==> src/rtl/definitions.sv <==
// Shared miner-core definitions: ALU instruction encoding and the
// message-schedule sequencer state type.
package definitions;

  typedef struct packed {
    logic [6:0] funct7;
    logic [4:0] rs2;
    logic [4:0] rs1;
    logic [2:0] funct3;
    logic [4:0] rd;
    logic [6:0] opcode;
  } instruction_s;

  // Register fields stay 0; operands travel on the separate rd/rs buses.
  localparam instruction_s kADDU = instruction_s'(32'h0000_0033);
  localparam instruction_s kLA   = instruction_s'(32'h0000_100B);
  localparam instruction_s kLB   = instruction_s'(32'h0000_200B);

  localparam int kMsgWindow = 16;

  typedef enum logic [3:0] {
    S_IDLE = 4'd0,
    S_LOAD = 4'd1,
    S_P1   = 4'd2,
    S_P2   = 4'd3,
    S_P3   = 4'd4,
    S_P4   = 4'd5,
    S_P5   = 4'd6,
    S_EMIT = 4'd7,
    S_DONE = 4'd8
  } msg_sched_state_e;

endpackage

==> src/rtl/msg_window.sv <==
// 16x32 circular message window: one write port and four combinational
// read ports at t-2, t-7, t-15 and t-16 (mod 16).
module msg_window
  import definitions::*;
(
  input  logic        clk,
  input  logic        reset,
  input  logic        we_i,
  input  logic [3:0]  waddr_i,
  input  logic [31:0] wdata_i,
  input  logic [3:0]  t_i,
  output logic [31:0] w_tm2_o,
  output logic [31:0] w_tm7_o,
  output logic [31:0] w_tm15_o,
  output logic [31:0] w_tm16_o
);

  logic [31:0] mem_q [kMsgWindow];
  logic [3:0]  addr_tm2, addr_tm7, addr_tm15;

  assign addr_tm2  = t_i - 4'd2;
  assign addr_tm7  = t_i - 4'd7;
  assign addr_tm15 = t_i - 4'd15;

  assign w_tm2_o  = mem_q[addr_tm2];
  assign w_tm7_o  = mem_q[addr_tm7];
  assign w_tm15_o = mem_q[addr_tm15];
  // t-16 lands on the slot being rewritten in P5; the read returns the old word.
  assign w_tm16_o = mem_q[t_i];

  always_ff @(posedge clk or posedge reset) begin
    if (reset) begin
      for (int i = 0; i < kMsgWindow; i++) begin
        mem_q[i] <= '0;
      end
    end else if (we_i) begin
      mem_q[waddr_i] <= wdata_i;
    end
  end

endmodule

==> src/rtl/msg_sched_seq.sv <==
// SHA-256 message-schedule sequencer: loads W0..W15, drives the ALU to expand
// W16..W(ROUNDS-1). MSGSCHED_PASSTHRU_EN also streams W0..W15 during LOAD.
module msg_sched_seq
  import definitions::*;
#(
  parameter int ROUNDS = 64
) (
  input  logic         clk,
  input  logic         reset,
  input  logic         start_i,
  input  logic         in_valid_i,
  output logic         in_ready_o,
  input  logic [31:0]  in_data_i,
  output instruction_s alu_op_o,
  output logic [31:0]  alu_rd_o,
  output logic [31:0]  alu_rs_o,
  input  logic [31:0]  alu_result_i,
  output logic         out_valid_o,
  input  logic         out_ready_i,
  output logic [31:0]  out_data_o,
  output logic [5:0]   out_index_o,
  output logic         busy_o,
  output logic         done_o
);
  // state | meaning: IDLE wait start | LOAD fill window | P1..P5 ALU ops for W[t]
  //                  EMIT hold W[t] on output | DONE one-cycle completion pulse

  localparam logic [5:0] LastT = 6'(ROUNDS - 1);

  msg_sched_state_e state_q, state_d;
  logic [3:0]  cnt_q, cnt_d;
  logic [5:0]  t_q, t_d;
  logic [31:0] acc_q, acc_d;
  logic [31:0] tmp_q, tmp_d;
  logic [31:0] word_q, word_d;
  logic        win_we, load_ready;
  logic [3:0]  win_waddr;
  logic [31:0] win_wdata;
  logic [31:0] w_tm2, w_tm7, w_tm15, w_tm16;

`ifdef MSGSCHED_PASSTHRU_EN
  assign load_ready = out_ready_i;
`else
  assign load_ready = 1'b1;
`endif

  msg_window u_window (
    .clk      (clk),
    .reset    (reset),
    .we_i     (win_we),
    .waddr_i  (win_waddr),
    .wdata_i  (win_wdata),
    .t_i      (t_q[3:0]),
    .w_tm2_o  (w_tm2),
    .w_tm7_o  (w_tm7),
    .w_tm15_o (w_tm15),
    .w_tm16_o (w_tm16)
  );

  always_ff @(posedge clk or posedge reset) begin
    if (reset) begin
      state_q <= S_IDLE;
      cnt_q   <= '0;
      t_q     <= '0;
      acc_q   <= '0;
      tmp_q   <= '0;
      word_q  <= '0;
    end else begin
      state_q <= state_d;
      cnt_q   <= cnt_d;
      t_q     <= t_d;
      acc_q   <= acc_d;
      tmp_q   <= tmp_d;
      word_q  <= word_d;
    end
  end

  always_comb begin
    state_d     = state_q;
    cnt_d       = cnt_q;
    t_d         = t_q;
    acc_d       = acc_q;
    tmp_d       = tmp_q;
    word_d      = word_q;
    win_we      = 1'b0;
    win_waddr   = t_q[3:0];
    win_wdata   = alu_result_i;
    alu_op_o    = '0;
    alu_rd_o    = '0;
    alu_rs_o    = '0;
    in_ready_o  = 1'b0;
    out_valid_o = 1'b0;
    out_data_o  = '0;
    out_index_o = '0;
    busy_o      = (state_q != S_IDLE);
    done_o      = 1'b0;

    unique case (state_q)
      S_IDLE: begin
        if (start_i) begin
          state_d = S_LOAD;
          cnt_d   = '0;
        end
      end
      S_LOAD: begin
        in_ready_o = load_ready;
`ifdef MSGSCHED_PASSTHRU_EN
        out_valid_o = in_valid_i;
        out_data_o  = in_data_i;
        out_index_o = {2'b00, cnt_q};
`endif
        if (in_valid_i && load_ready) begin
          win_we    = 1'b1;
          win_waddr = cnt_q;
          win_wdata = in_data_i;
          cnt_d     = cnt_q + 4'd1;
          if (cnt_q == 4'd15) begin
            state_d = S_P1;
            t_d     = 6'd16;
          end
        end
      end
      S_P1: begin
        alu_op_o = kLB;
        alu_rs_o = w_tm2;
        acc_d    = alu_result_i;
        state_d  = S_P2;
      end
      S_P2: begin
        alu_op_o = kADDU;
        alu_rd_o = acc_q;
        alu_rs_o = w_tm7;
        acc_d    = alu_result_i;
        state_d  = S_P3;
      end
      S_P3: begin
        alu_op_o = kLA;
        alu_rs_o = w_tm15;
        tmp_d    = alu_result_i;
        state_d  = S_P4;
      end
      S_P4: begin
        alu_op_o = kADDU;
        alu_rd_o = acc_q;
        alu_rs_o = tmp_q;
        acc_d    = alu_result_i;
        state_d  = S_P5;
      end
      S_P5: begin
        alu_op_o = kADDU;
        alu_rd_o = acc_q;
        alu_rs_o = w_tm16;
        win_we   = 1'b1;
        word_d   = alu_result_i;
        state_d  = S_EMIT;
      end
      S_EMIT: begin
        out_valid_o = 1'b1;
        out_data_o  = word_q;
        out_index_o = t_q;
        if (out_ready_i) begin
          if (t_q == LastT) begin
            state_d = S_DONE;
          end else begin
            t_d     = t_q + 6'd1;
            state_d = S_P1;
          end
        end
      end
      S_DONE: begin
        done_o  = 1'b1;
        state_d = S_IDLE;
      end
      default: begin
        state_d = S_IDLE;
      end
    endcase
  end

endmodule

==> config.mk <==
export PLATFORM = sky130hd
export DESIGN_NAME = msg_sched_seq
export DESIGN_NICKNAME = d
export VERILOG_FILES = /design/src/rtl/definitions.sv /design/src/rtl/msg_window.sv /design/src/rtl/msg_sched_seq.sv
export SDC_FILE = /design/constraint.sdc
export NUM_CORES = 2
export LEC_CHECK = 0
export ABC_AREA = 1
export BUFFER_PORTS_ARGS = -buffer_cell sky130_fd_sc_hd__buf_4
export CORE_ASPECT_RATIO = 2
export CORE_UTILIZATION = 30
export DETAILED_ROUTE_END_ITERATION = 10
export SETUP_SLACK_MARGIN = 0.15
export SYNTH_ARGS = -nofsm -noshare
export SYNTH_HDL_FRONTEND = slang
export SYNTH_HIERARCHICAL = 1
export SYNTH_SLANG_ARGS = --single-unit
==> constraint.sdc <==
create_clock -name clk -period 44 [get_ports clk]
set_input_delay 8.8 -clock clk [delete_from_list [all_inputs] [get_ports clk]]
set_output_delay 8.8 -clock clk [all_outputs]
set_load 0.03 [all_outputs]
==> impl_metrics.csv <==
group,metric,value,unit
logic_synthesis,syn-instance-count,6110,
logic_synthesis,syn-cell-area,39100,um2
setup_path,cp.arrival,5.84,ns
cts,post_cts_resize_count,0,
floorplan,core_area,130000,um2
setup_path,worst_path_dominant_cell_family,"buffers and inverters",
outcome,status,"finished, final reports clean",
cells_and_area,fin_nets,6047,
pwr,power_report.internal_total,1.27,mW
cells_and_area,mostFrequentLayoutCells,"sky130_fd_sc_hd__nand2_1, sky130_fd_sc_hd__nand3_1, sky130_fd_sc_hd__dfrtp_1, sky130_fd_sc_hd__o21ai_0, sky130_fd_sc_hd__inv_1",
cells_and_area,area_growth_syn_to_layout,11.3,%
pwr,netSwitchingFraction,0.432,
setup_path,worstSetupEndpointType,"primary output",
floorplan,die-width,257,um
cts,cts.reportedPaths.clkPinSlew,0.07,ns
cts,htreeDepth,2,
setup_path,setup.worst_path.class,"flop to primary output",
setup_path,worstPathMaxFanout,37,
setup_path,crit_slowest_cell,"sky130_fd_sc_hd__clkinv_2",
grt,initial_antenna_violation_count,1,
logic_synthesis,synth_seq_area_share,0.398,
cts,max-clock-path-buffers,3,
setup_path,cp_cell_sequence,"clkinv_2 > ha_4 > buf_4 > clkinv_2 > buf_4 > nand3_1 > nand2_1 > nand2_1 > nand2_1 > nand2_1 > nand3_1 > nand3b_1 > buf_4",
pwr,ir_drop,0.0530,mV
logic_synthesis,yosysUniqueCellTypes,28,
floorplan,die_area,132000,um2
detailed_routing,drc,0,
grt,grtUsageTotal,0.223,
logic_synthesis,synth_area_per_inst,6.40,um2
cells_and_area,layout-drive-gt1-share,0.0682,
grt,grt_first_pass_wirelength,229000,um
timing,final-setup-viol-count,0,
timing,worst-slew-pin-transition,1.39,ns
detailed_routing,detailed_routing_iterations_pass_1,8,
timing,layout_worst_path_cycle_share,0.333,
detailed_routing,route.detailed.vias_per_inst,5.24,
timing,report.final.hold_viol_count,0,
pwr,seqPwrFrac,0.329,
placement,buffer_ports.inserted,181,
flow_run,cap_viol_max_count,0,
floorplan,die_height,512,um
setup_path,worst_path_largest_cell_delay,0.94,ns
pwr,power.switching,0.963,mW
logic_synthesis,synthesis.yosys.warnings,6,
pwr,share_comb_of_total_power,0.406,
pwr,power.static_leakage,21.3,nW
timing,fmax,68.3,MHz
cts,clk_latency,0.67,ns
floorplan,io-pin-count,207,
floorplan,initial_core_util,0.302,
grt,grt_start_max_net_pins,218,
setup_path,critPathRequiredTime,35.20,ns
min_path,hold_path.class,"flop to flop",
grt,first_global_vias,38994,
cells_and_area,multi_input_comb_area,19700,um2
detailed_routing,num_vias,40450,
cells_and_area,commonest_non_fill_non_tap_cell_in_the_layout,"sky130_fd_sc_hd__nand2_1",
setup_path,cp-start-kind,"flop",
timing,timing.setup.tns,0,ns
detailed_routing,drtAntennaViolNets,0,
cells_and_area,postLayoutCoreUtil,0.336,
setup_path,critical_path.n_buffers_inverters,5,
detailed_routing,drt_wl_total,149000,um
timing,finalClockSkew,0.0138,ns
cells_and_area,num-fill-cells,14250,
timing,setup_repair_after_global_routing_missed_its_margin,"false",
cts,cts-hold-fix-buffers,0,
cts,ctsRootBufferMaster,"sky130_fd_sc_hd__clkbuf_16",
placement,hpwlAfterDp,84800,um
cells_and_area,stdcell_area,43500,um2
setup_path,cpMostUsedCell,"sky130_fd_sc_hd__nand2_1",
detailed_routing,drt_iter0_markers,3719,
grt,congestion_overflow_gr,0,
logic_synthesis,flip_flop_and_latch_count_after_synthesis,622,
pwr,clkPwrFrac,0.265,
placement,place_congestion,0.850,
floorplan,std_cell_rows,187,
cts,postCtsSetupRepairBufs,0,
timing,finalMaxSlewViolations,0,
timing,max_slew_margin,0.0752,
pwr,power-per-cell-area,51.2,nW/um2
cts,cts_num_sinks,622,
cells_and_area,sequential_cell_area,15600,um2
placement,placed_cell_area,41300,um2
cts,tritoncts,"built",
detailed_routing,avgRoutedWirePerCell,19.3,um
cts,inserted_clock_buffers,58,
timing,finalCriticalPeriod,14.64,ns
==> Yosys cell counts, drive strengths merged <==
cell,n,area [um2]
conb,1,3.75
nand4,1,6.26
xor2,3,26.3
nor4,1,6.26
nand3,1274,6390
nand3b,19,143
clkbuf,288,1080
buf,180,933
nor3b,2,15.0
xnor2,2,17.5
clkinv,2,7.51
or2,1,6.26
a21oi,49,245
nand2,2400,9030
dfrtp,622,15600
nor2,93,392
ha,5,62.6
o21ai,617,3090
inv,547,2050
nor3,3,15.0
==> metal layers <==
metal  track usage  routed length, um  up-vias
li1              -                  -    19122
met1         0.262              57300    19029
met2         0.386              71100     1805
met3        0.0333              11700      494
met4         0.122               8770        0
met5             0                  0        -
==> sequential cells by signal (all words and copies together), names as in the netlist <==
name and cells:
acc_q 32, tmp_q 32, state_q 4, u_window/mem_q 512
word_q 32, cnt_q 4, t_q 6
==> cells by family after synthesis <==
kind of cell / Yosys count / synth area share
and+or+nand+nor: 3794 / 0.409
buffers and inverters: 1017 / 0.104
AOI/OAI and AO/OA: 666 / 0.0853
DFF: 622 / 0.398
xor gates and xnor gates: 5 / 0.00112
adders and majority gates: 5 / 0.00160
other: 1 / 0.0000959
==> power by group through the flow <==
| stage | combinational (mW) | clock, mW | sequential, mW |
|---|---|---|---|
| after floorplan | 0.623 | 0 | 0.722 |
| after global placement | 0.898 | 0 | 0.739 |
| after detailed placement | 0.907 | 0 | 0.742 |
| after CTS | 0.909 | 0.604 | 0.732 |
| after global routing | 1.00 | 0.620 | 0.745 |
| final | 0.906 | 0.591 | 0.733 |
==> through the flow <==
step,hold WS (ns),power [mW],instances,setup WS (ns)
6_report,0.487,2.23,7725,29.36
5_1_grt,0.507,2.37,7725,29.37
4_1_cts,0.491,2.25,7724,29.48
3_5_place_dp,0.473,1.65,7614,30.23
3_3_place_gp,0.466,1.64,7614,30.23
2_1_floorplan,0.453,1.34,6134,20.90
==> worst paths after layout <==
kind	slack, ns	endpoint	start	depth (start not counted)
worst max-delay path	29.36	alu_rs_o[31]	t_q[2]	13
worst min-delay path	0.49	tmp_q[18]	tmp_q[18]	2
worst max register to register	39.70	u_window/mem_q[50]	state_q[0]	13
worst min register to register	0.49	tmp_q[18]	tmp_q[18]	2
max in group asynchronous	33.16	u_window/mem_q[418]	reset	4
min in group asynchronous	8.33	word_q[17]	reset	2
==> worst register-to-register path, stage by stage, from the launching register on <==
cell and delay [ns]:
sky130_fd_sc_hd__dfrtp_1 0.45, sky130_fd_sc_hd__inv_2 0.08, sky130_fd_sc_hd__nor2_2 0.20, sky130_fd_sc_hd__nand2_2 0.14, sky130_fd_sc_hd__nor2_4 0.10, sky130_fd_sc_hd__buf_4 0.60, sky130_fd_sc_hd__nand2_1 0.10, sky130_fd_sc_hd__o21ai_1 0.26
sky130_fd_sc_hd__inv_1 0.10, sky130_fd_sc_hd__nor2_1 0.33, sky130_fd_sc_hd__nand2_1 0.15, sky130_fd_sc_hd__nor2_4 0.80, sky130_fd_sc_hd__buf_4 0.62, sky130_fd_sc_hd__o21ai_0 0.19
==> cell type report <==
cell class | instances | share of cell area
timing repair buffer | 247 | 0.0429
inverter | 549 | 0.0480
antenna | 1 | 0.0000575
clock inverter | 32 | 0.0113
multi-input combinational | 4495 | 0.452
tap | 1701 | 0.0489
sequential | 622 | 0.358
clock buffer | 78 | 0.0388
No activity file was read; power rests on OpenSTA's default activity.
